`config.mk`:
```
export PLATFORM = sky130hd
export DESIGN_NAME = store_handler
export DESIGN_NICKNAME = d
export VERILOG_FILES = /design/src/rtl/store_handler.sv
export SDC_FILE = /design/constraint.sdc
export NUM_CORES = 1
export LEC_CHECK = 0
export ABC_AREA = 1
export BUFFER_PORTS_ARGS = -buffer_cell sky130_fd_sc_hd__buf_2
export CAP_MARGIN = 25
export CORE_MARGIN = 5
export CORE_UTILIZATION = 59
export CTS_CLUSTER_DIAMETER = 60
export DETAILED_ROUTE_END_ITERATION = 8
export MAX_ROUTING_LAYER = met4
export PLACE_DENSITY = 0.91
export SLEW_MARGIN = 0
export SYNTH_ARGS = -nofsm -noshare
export SYNTH_HDL_FRONTEND = slang
export SYNTH_SLANG_ARGS = --single-unit
```
`constraint.sdc`:
```
create_clock -name clk -period 2.7 [get_ports clk]
set_input_delay 0 -clock clk [delete_from_list [all_inputs] [get_ports clk]]
set_output_delay 0 -clock clk [all_outputs]
set_load 0.005 [all_outputs]
```
`src/rtl/store_handler.sv`:
```
// Store queue between execute and data memory: buffers (data, addr) pairs in FIFO
// order, drains one per acknowledged write, flags RAW hazards and supports flushing.
module store_handler #(
  parameter int DATA_WIDTH       = 8,
  parameter int DATA_MEMORY_SIZE = 64,
  parameter int BUFFER_DEPTH     = 4,
  localparam int ADDR_W          = $clog2(DATA_MEMORY_SIZE),
  localparam int PTR_W           = $clog2(BUFFER_DEPTH),
  localparam int CNT_W           = PTR_W + 1
) (
  input  logic                  clk,
  input  logic                  rst_n,
  input  logic                  in_valid,
  output logic                  in_ready,
  input  logic [DATA_WIDTH-1:0] result_in,
  input  logic [ADDR_W-1:0]     dst_in,
  output logic                  mem_we,
  output logic [ADDR_W-1:0]     mem_addr,
  output logic [DATA_WIDTH-1:0] mem_data,
  input  logic                  mem_ack,
  input  logic [ADDR_W-1:0]     check_addr1,
  input  logic [ADDR_W-1:0]     check_addr2,
  output logic                  hazard,
  input  logic                  flush_req,
  output logic                  flush_done,
  output logic [CNT_W-1:0]      count
);

  typedef enum logic [1:0] {
    RUN   = 2'd0,
    FLUSH = 2'd1,
    DONE  = 2'd2
  } state_e;

  state_e                state_q;
  logic                  flushReqPrev_q;
  logic                  flushDone_q;
  logic [PTR_W-1:0]      wrPtr_q, wrPtr_d;
  logic [PTR_W-1:0]      rdPtr_q, rdPtr_d;
  logic [CNT_W-1:0]      count_q, count_d;
  logic [DATA_WIDTH-1:0] dataMem_q [BUFFER_DEPTH];
  logic [ADDR_W-1:0]     addrMem_q [BUFFER_DEPTH];

  logic push;
  logic pop;
  logic flushRise;

  // in_ready is held low during reset so nothing can be captured while entries are discarded
  assign in_ready   = rst_n && (state_q == RUN) && (count_q < CNT_W'(BUFFER_DEPTH));
  assign push       = in_valid && in_ready;
  assign mem_we     = (count_q != '0);
  assign pop        = mem_we && mem_ack;
  assign mem_addr   = addrMem_q[rdPtr_q];
  assign mem_data   = dataMem_q[rdPtr_q];
  assign flushRise  = flush_req && !flushReqPrev_q;
  assign flush_done = flushDone_q;
  assign count      = count_q;

  always_comb begin
    wrPtr_d = wrPtr_q + PTR_W'(push);
    rdPtr_d = rdPtr_q + PTR_W'(pop);
    count_d = count_q;
    if (push && !pop) begin
      count_d = count_q + CNT_W'(1);
    end else if (pop && !push) begin
      count_d = count_q - CNT_W'(1);
    end
  end

  // The head entry still counts while it is being popped, as does a store being accepted now
  always_comb begin
    logic [PTR_W-1:0] slot;
    slot   = '0;
    hazard = 1'b0;
    for (int k = 0; k < BUFFER_DEPTH; k++) begin
      slot = rdPtr_q + PTR_W'(k);
      if ((CNT_W'(k) < count_q) &&
          ((addrMem_q[slot] == check_addr1) || (addrMem_q[slot] == check_addr2))) begin
        hazard = 1'b1;
      end
    end
    if (push && ((dst_in == check_addr1) || (dst_in == check_addr2))) begin
      hazard = 1'b1;
    end
  end

  always_ff @(posedge clk) begin
    if (push) begin
      dataMem_q[wrPtr_q] <= result_in;
      addrMem_q[wrPtr_q] <= dst_in;
    end
  end

  always_ff @(posedge clk or negedge rst_n) begin
    if (!rst_n) begin
      wrPtr_q <= '0;
      rdPtr_q <= '0;
      count_q <= '0;
    end else begin
      wrPtr_q <= wrPtr_d;
      rdPtr_q <= rdPtr_d;
      count_q <= count_d;
    end
  end

  // flush_req is edge-qualified so a request still held high after DONE does not re-trigger
  always_ff @(posedge clk or negedge rst_n) begin
    if (!rst_n) begin
      state_q        <= RUN;
      flushDone_q    <= 1'b0;
      flushReqPrev_q <= 1'b0;
    end else begin
      flushReqPrev_q <= flush_req;
      flushDone_q    <= 1'b0;
      case (state_q)
        RUN: begin
          if (flushRise) begin
            if ((count_q == '0) && !push) begin
              state_q     <= DONE;
              flushDone_q <= 1'b1;
            end else begin
              state_q <= FLUSH;
            end
          end
        end
        FLUSH: begin
          if ((count_q == '0) || ((count_q == CNT_W'(1)) && pop)) begin
            state_q     <= DONE;
            flushDone_q <= 1'b1;
          end
        end
        DONE:    state_q <= RUN;
        default: state_q <= RUN;
      endcase
    end
  end

endmodule
```
==> impl_results.rst <==
.. list-table::
   :header-rows: 1

   * - Metric
     - Value
   * - Hold path startpoint
     - mem_ack
   * - Buffers inserted by post-CTS timing repair
     - 0
   * - Remaining max-slew budget at the tightest pin
     - 0.6665
   * - Total detailed-routing wirelength
     - 12.28 mm
   * - Measured slew at the worst slew-check pin
     - 0.4956 ns
   * - Width of the die
     - about 96 um
   * - Final-report max-slew violation count
     - 0
   * - Total grt overflow
     - 0
   * - Number of fill cells in the layout
     - 576
   * - Final setup vio count
     - 0
   * - Fraction of power consumed by sequential logic
     - 0.270
   * - Y dimension of the die
     - 95.82 um
   * - Worst R2R Path Depth
     - 10
   * - P per Cell Area
     - 1024 mW/mm^2
   * - Antenna Diode Count
     - 0
   * - Post-synthesis instance total
     - 595
   * - Average size of a mapped cell
     - around 7.3 sq um
   * - Leakage dissipation
     - 2.537 nW
   * - Final std cells w/o fill
     - between 700 and 800
   * - First-pass GRT wire length
     - ~20 mm
   * - Post-DP HPWL
     - 8.799 mm
   * - Path type of the worst min-delay path
     - in2reg
   * - Destination of the worst register-to-register timing path
     - count[2]
   * - Synth area leaders
     - sky130_fd_sc_hd__edfxtp_1 (39%), sky130_fd_sc_hd__nand2_1 (20%), sky130_fd_sc_hd__nand3_1 (14%)
   * - Nets in the synthesized netlist
     - 633
   * - TritonCTS clock tree
     - done
   * - Clock transition at the registers of the reported paths
     - 0.09 ns
   * - Via count of the first global-routing pass
     - 4242
   * - H-tree depth
     - 3
   * - Data arrival at the endpoint of the critical path
     - 2.53 ns
   * - Final hold violation count
     - 0
   * - Antenna Nets Post-Route
     - 0
   * - Maximum number of pins on one net before global-route repair
     - 33
   * - Sw Share
     - 0.4908
   * - I/O pin total
     - 52
   * - Hold Path Stages
     - 4
   * - Fraction of power consumed by the clock network
     - 0.165
   * - Detailed-router iteration count before antenna repair
     - 5
   * - List of most frequent post-synthesis cells
     - sky130_fd_sc_hd__nand2_1 (232), sky130_fd_sc_hd__nand3_1 (118), sky130_fd_sc_hd__inv_1 (59)
   * - Biggest fanout along the worst timing path
     - 23
   * - Int Pwr
     - 2.648 mW
   * - Post-synth top flop
     - sky130_fd_sc_hd__edfxtp_1
   * - Register bit count reported by yosys
     - 67
   * - Sequential element share of the synthesized area
     - 0.4503
   * - Crit path time final
     - 2.526 ns
   * - Count of vias placed by the detailed router
     - 4317
   * - RSZ-0062 raised after global routing
     - no
   * - Weighted congestion reported at the end of routability-driven placement
     - 0.9528
   * - Number of buffers inserted during clock tree synthesis
     - 9
   * - Worst EP required
     - 2.70 ns
   * - Post-synthesis async set-or-reset flop share
     - 0.1642
   * - EDFF count, synth
     - 56
   * - Worst-case register-to-register setup slack
     - 0.61 ns
   * - Critical path startpoint category
     - flip-flop
   * - Sink Count
     - 67
   * - Effective utilization at floorplan
     - 0.6023
   * - Die area
     - 0.009181 sq mm
   * - Most numerous cell in the Yosys netlist
     - sky130_fd_sc_hd__nand2_1
   * - Antenna violations before repair
     - 0
   * - Row count
     - 31
   * - Fraction of final layout cells sized beyond drive strength 1
     - 0.1347
   * - Fin nets
     - 701
   * - Worst Hold Endpoint
     - state_q[0]
   * - Area growth, synth to finish
     - 16.82%
   * - Remaining routing DRC violations
     - 0
   * - # placed instances
     - 735
   * - Input/output buffers
     - 51
   * - Clock latency reported for the late side of the worst-skew pair
     - 0.36 ns
   * - Highest achievable clock rate
     - 395.8 MHz
   * - Area of the placeable core
     - 0.007214 sq mm
   * - Critical Path End Type
     - output port
   * - Number of vias per cell
     - 5.628
   * - Number of buffers on the longest clock path
     - 2
   * - Outcome
     - complete, no violations
   * - Count of unique library cells instantiated by Yosys
     - 24
   * - Library cell with the largest summed area after synthesis
     - sky130_fd_sc_hd__edfxtp_1
   * - Max-cap viol count
     - 0
   * - Combinational fraction of design power
     - 0.565
   * - Routed wire per std cell
     - 16.02 um
   * - Share of the cycle needed by the critical path after routing
     - 0.9357
   * - Synth warn
     - 0
   * - Post-Route Skew
     - between 0.009 and 0.01 ns
   * - Clock tree root driver cell
     - sky130_fd_sc_hd__clkbuf_8
   * - Worst r2r src
     - count[2]
   * - Cell area after synthesis
     - 0.004345 sq mm
   * - Post-synth top area share
     - 0.3870
   * - Type of the worst setup path
     - reg2out
   * - IR Drop Worst-Case VDD
     - 0.0005527 V
   * - Drt first-iter violations
     - 400
   * - Setup total negative slack
     - 0 ns
   * - Overall track demand over capacity in global routing
     - 0.2938
   * - NetSw
     - around 2.6 mW
per-layer routing:
layer	track usage	vias to the layer above	wire, um
li1	-	2084	-
met1	0.3450	1983	4822
met2	0.4881	206	6128
met3	0.05473	44	881
met4	0.1386	0	452
met5	-	-	0
layout make-up:
type,instances,area [sq um],share of cell area
sequential,67,1959,0.3860
clock inverter,7,76.32,0.01504
timing repair buffer,76,486.7,0.09588
multi-input combinational,444,2059,0.4057
clock buffer,9,123.9,0.02440
inverter,65,246.5,0.04856
tap,99,123.9,0.02440
kinds of logic (layout without fill, tap and decap cells):
group / after synthesis / after routing / synth area share
simple gates: 394 / 394 / 0.3792
xor+xnor: 17 / 17 / 0.03426
fa+ha+maj: 7 / 7 / 0.02015
compound gates: 26 / 26 / 0.03513
flops: 67 / 67 / 0.4503
buf+inv: 84 / 157 / 0.08091
layout by cell type (no fill, tap or decap), drive strengths merged, types with 3 or more instances in the layout:
| cell type | netlist | final |
|---|---|---|
| nand2 | 233 | 233 |
| nand3 | 118 | 118 |
| inv | 65 | 67 |
| buf | 17 | 60 |
| edfxtp | 56 | 56 |
| nor2 | 32 | 32 |
| dlygate4sd3 | 0 | 16 |
| xor2 | 12 | 12 |
| o21ai | 12 | 12 |
| dfrtp | 11 | 11 |
| clkbuf | 2 | 9 |
| a22oi | 8 | 8 |
| ha | 7 | 7 |
| nor3 | 7 | 7 |
| xnor2 | 5 | 5 |
| a21oi | 5 | 5 |
| nand4 | 3 | 3 |
| clkinv | 0 | 3 |
what timing repair did:
| action | in CTS | in global routing |
|---|---|---|
| endpoints found under the setup margin | 0 | 1 |
| endpoints found under the hold margin | 68 | 0 |
| hold buffers | 16 | 0 |
| gates resized for setup | 0 | 5 |
metrics by stage:
stage	worst slack (ns)	power [mW]	cell area, sq um	hold slack, ns	util
floorplan	0.3874	3.459	4345	-0.2956	-
global placement	0.4773	4.158	4705	-0.1019	0.6521
detailed placement	0.4718	4.254	4705	-0.09946	0.6521
CTS	0.07215	5.129	5065	0.01560	0.7020
global route	0.002458	5.636	5076	0.03338	0.7036
finish	0.1737	5.199	5076	0.03368	0.7036
power groups by stage:
stage	logic (mW)	registers, mW	clock network (mW)
floorplan	2.11	1.35	0
global route	3.30	1.43	0.915
CTS	2.87	1.39	0.862
global placement	2.75	1.41	0
finish	2.94	1.41	0.856
detailed placement	2.84	1.42	0
how the worst max path moves through the flow:
stage	slack, ns	endpoint	from
6_report	0.17	hazard	rdPtr_q[1]
5_1_grt	0.002	hazard	rdPtr_q[1]
4_1_cts	0.07	hazard	rdPtr_q[0]
3_5_place_dp	0.47	hazard	rdPtr_q[0]
3_3_place_gp	0.48	hazard	rdPtr_q[0]
2_1_floorplan	0.39	addrMem_q[0][0]	count[2]
critical path, stage by stage (launching register included):
cell                      delay (ns)
sky130_fd_sc_hd__dfrtp_2        0.50
sky130_fd_sc_hd__inv_4          0.18
sky130_fd_sc_hd__nand2_1        0.13
sky130_fd_sc_hd__nand2_2        0.36
sky130_fd_sc_hd__nand2_1        0.14
sky130_fd_sc_hd__nand3_1        0.12
sky130_fd_sc_hd__nand2_1        0.06
sky130_fd_sc_hd__a21oi_1        0.18
sky130_fd_sc_hd__nand3_1        0.11
sky130_fd_sc_hd__nand2_1        0.07
sky130_fd_sc_hd__nand2_1        0.05
sky130_fd_sc_hd__nand2_1        0.06
sky130_fd_sc_hd__inv_1          0.03
sky130_fd_sc_hd__nand2_1        0.05
sky130_fd_sc_hd__buf_2          0.11
registers in the layout, indices dropped and copies added (netlist names):
register,cells
dataMem_q,32
addrMem_q,24
flushReqPrev_q,1
flush_done,1
state_q,2
count,3
wrPtr_q,2
rdPtr_q,2
Power figures use the tool's default switching activity.
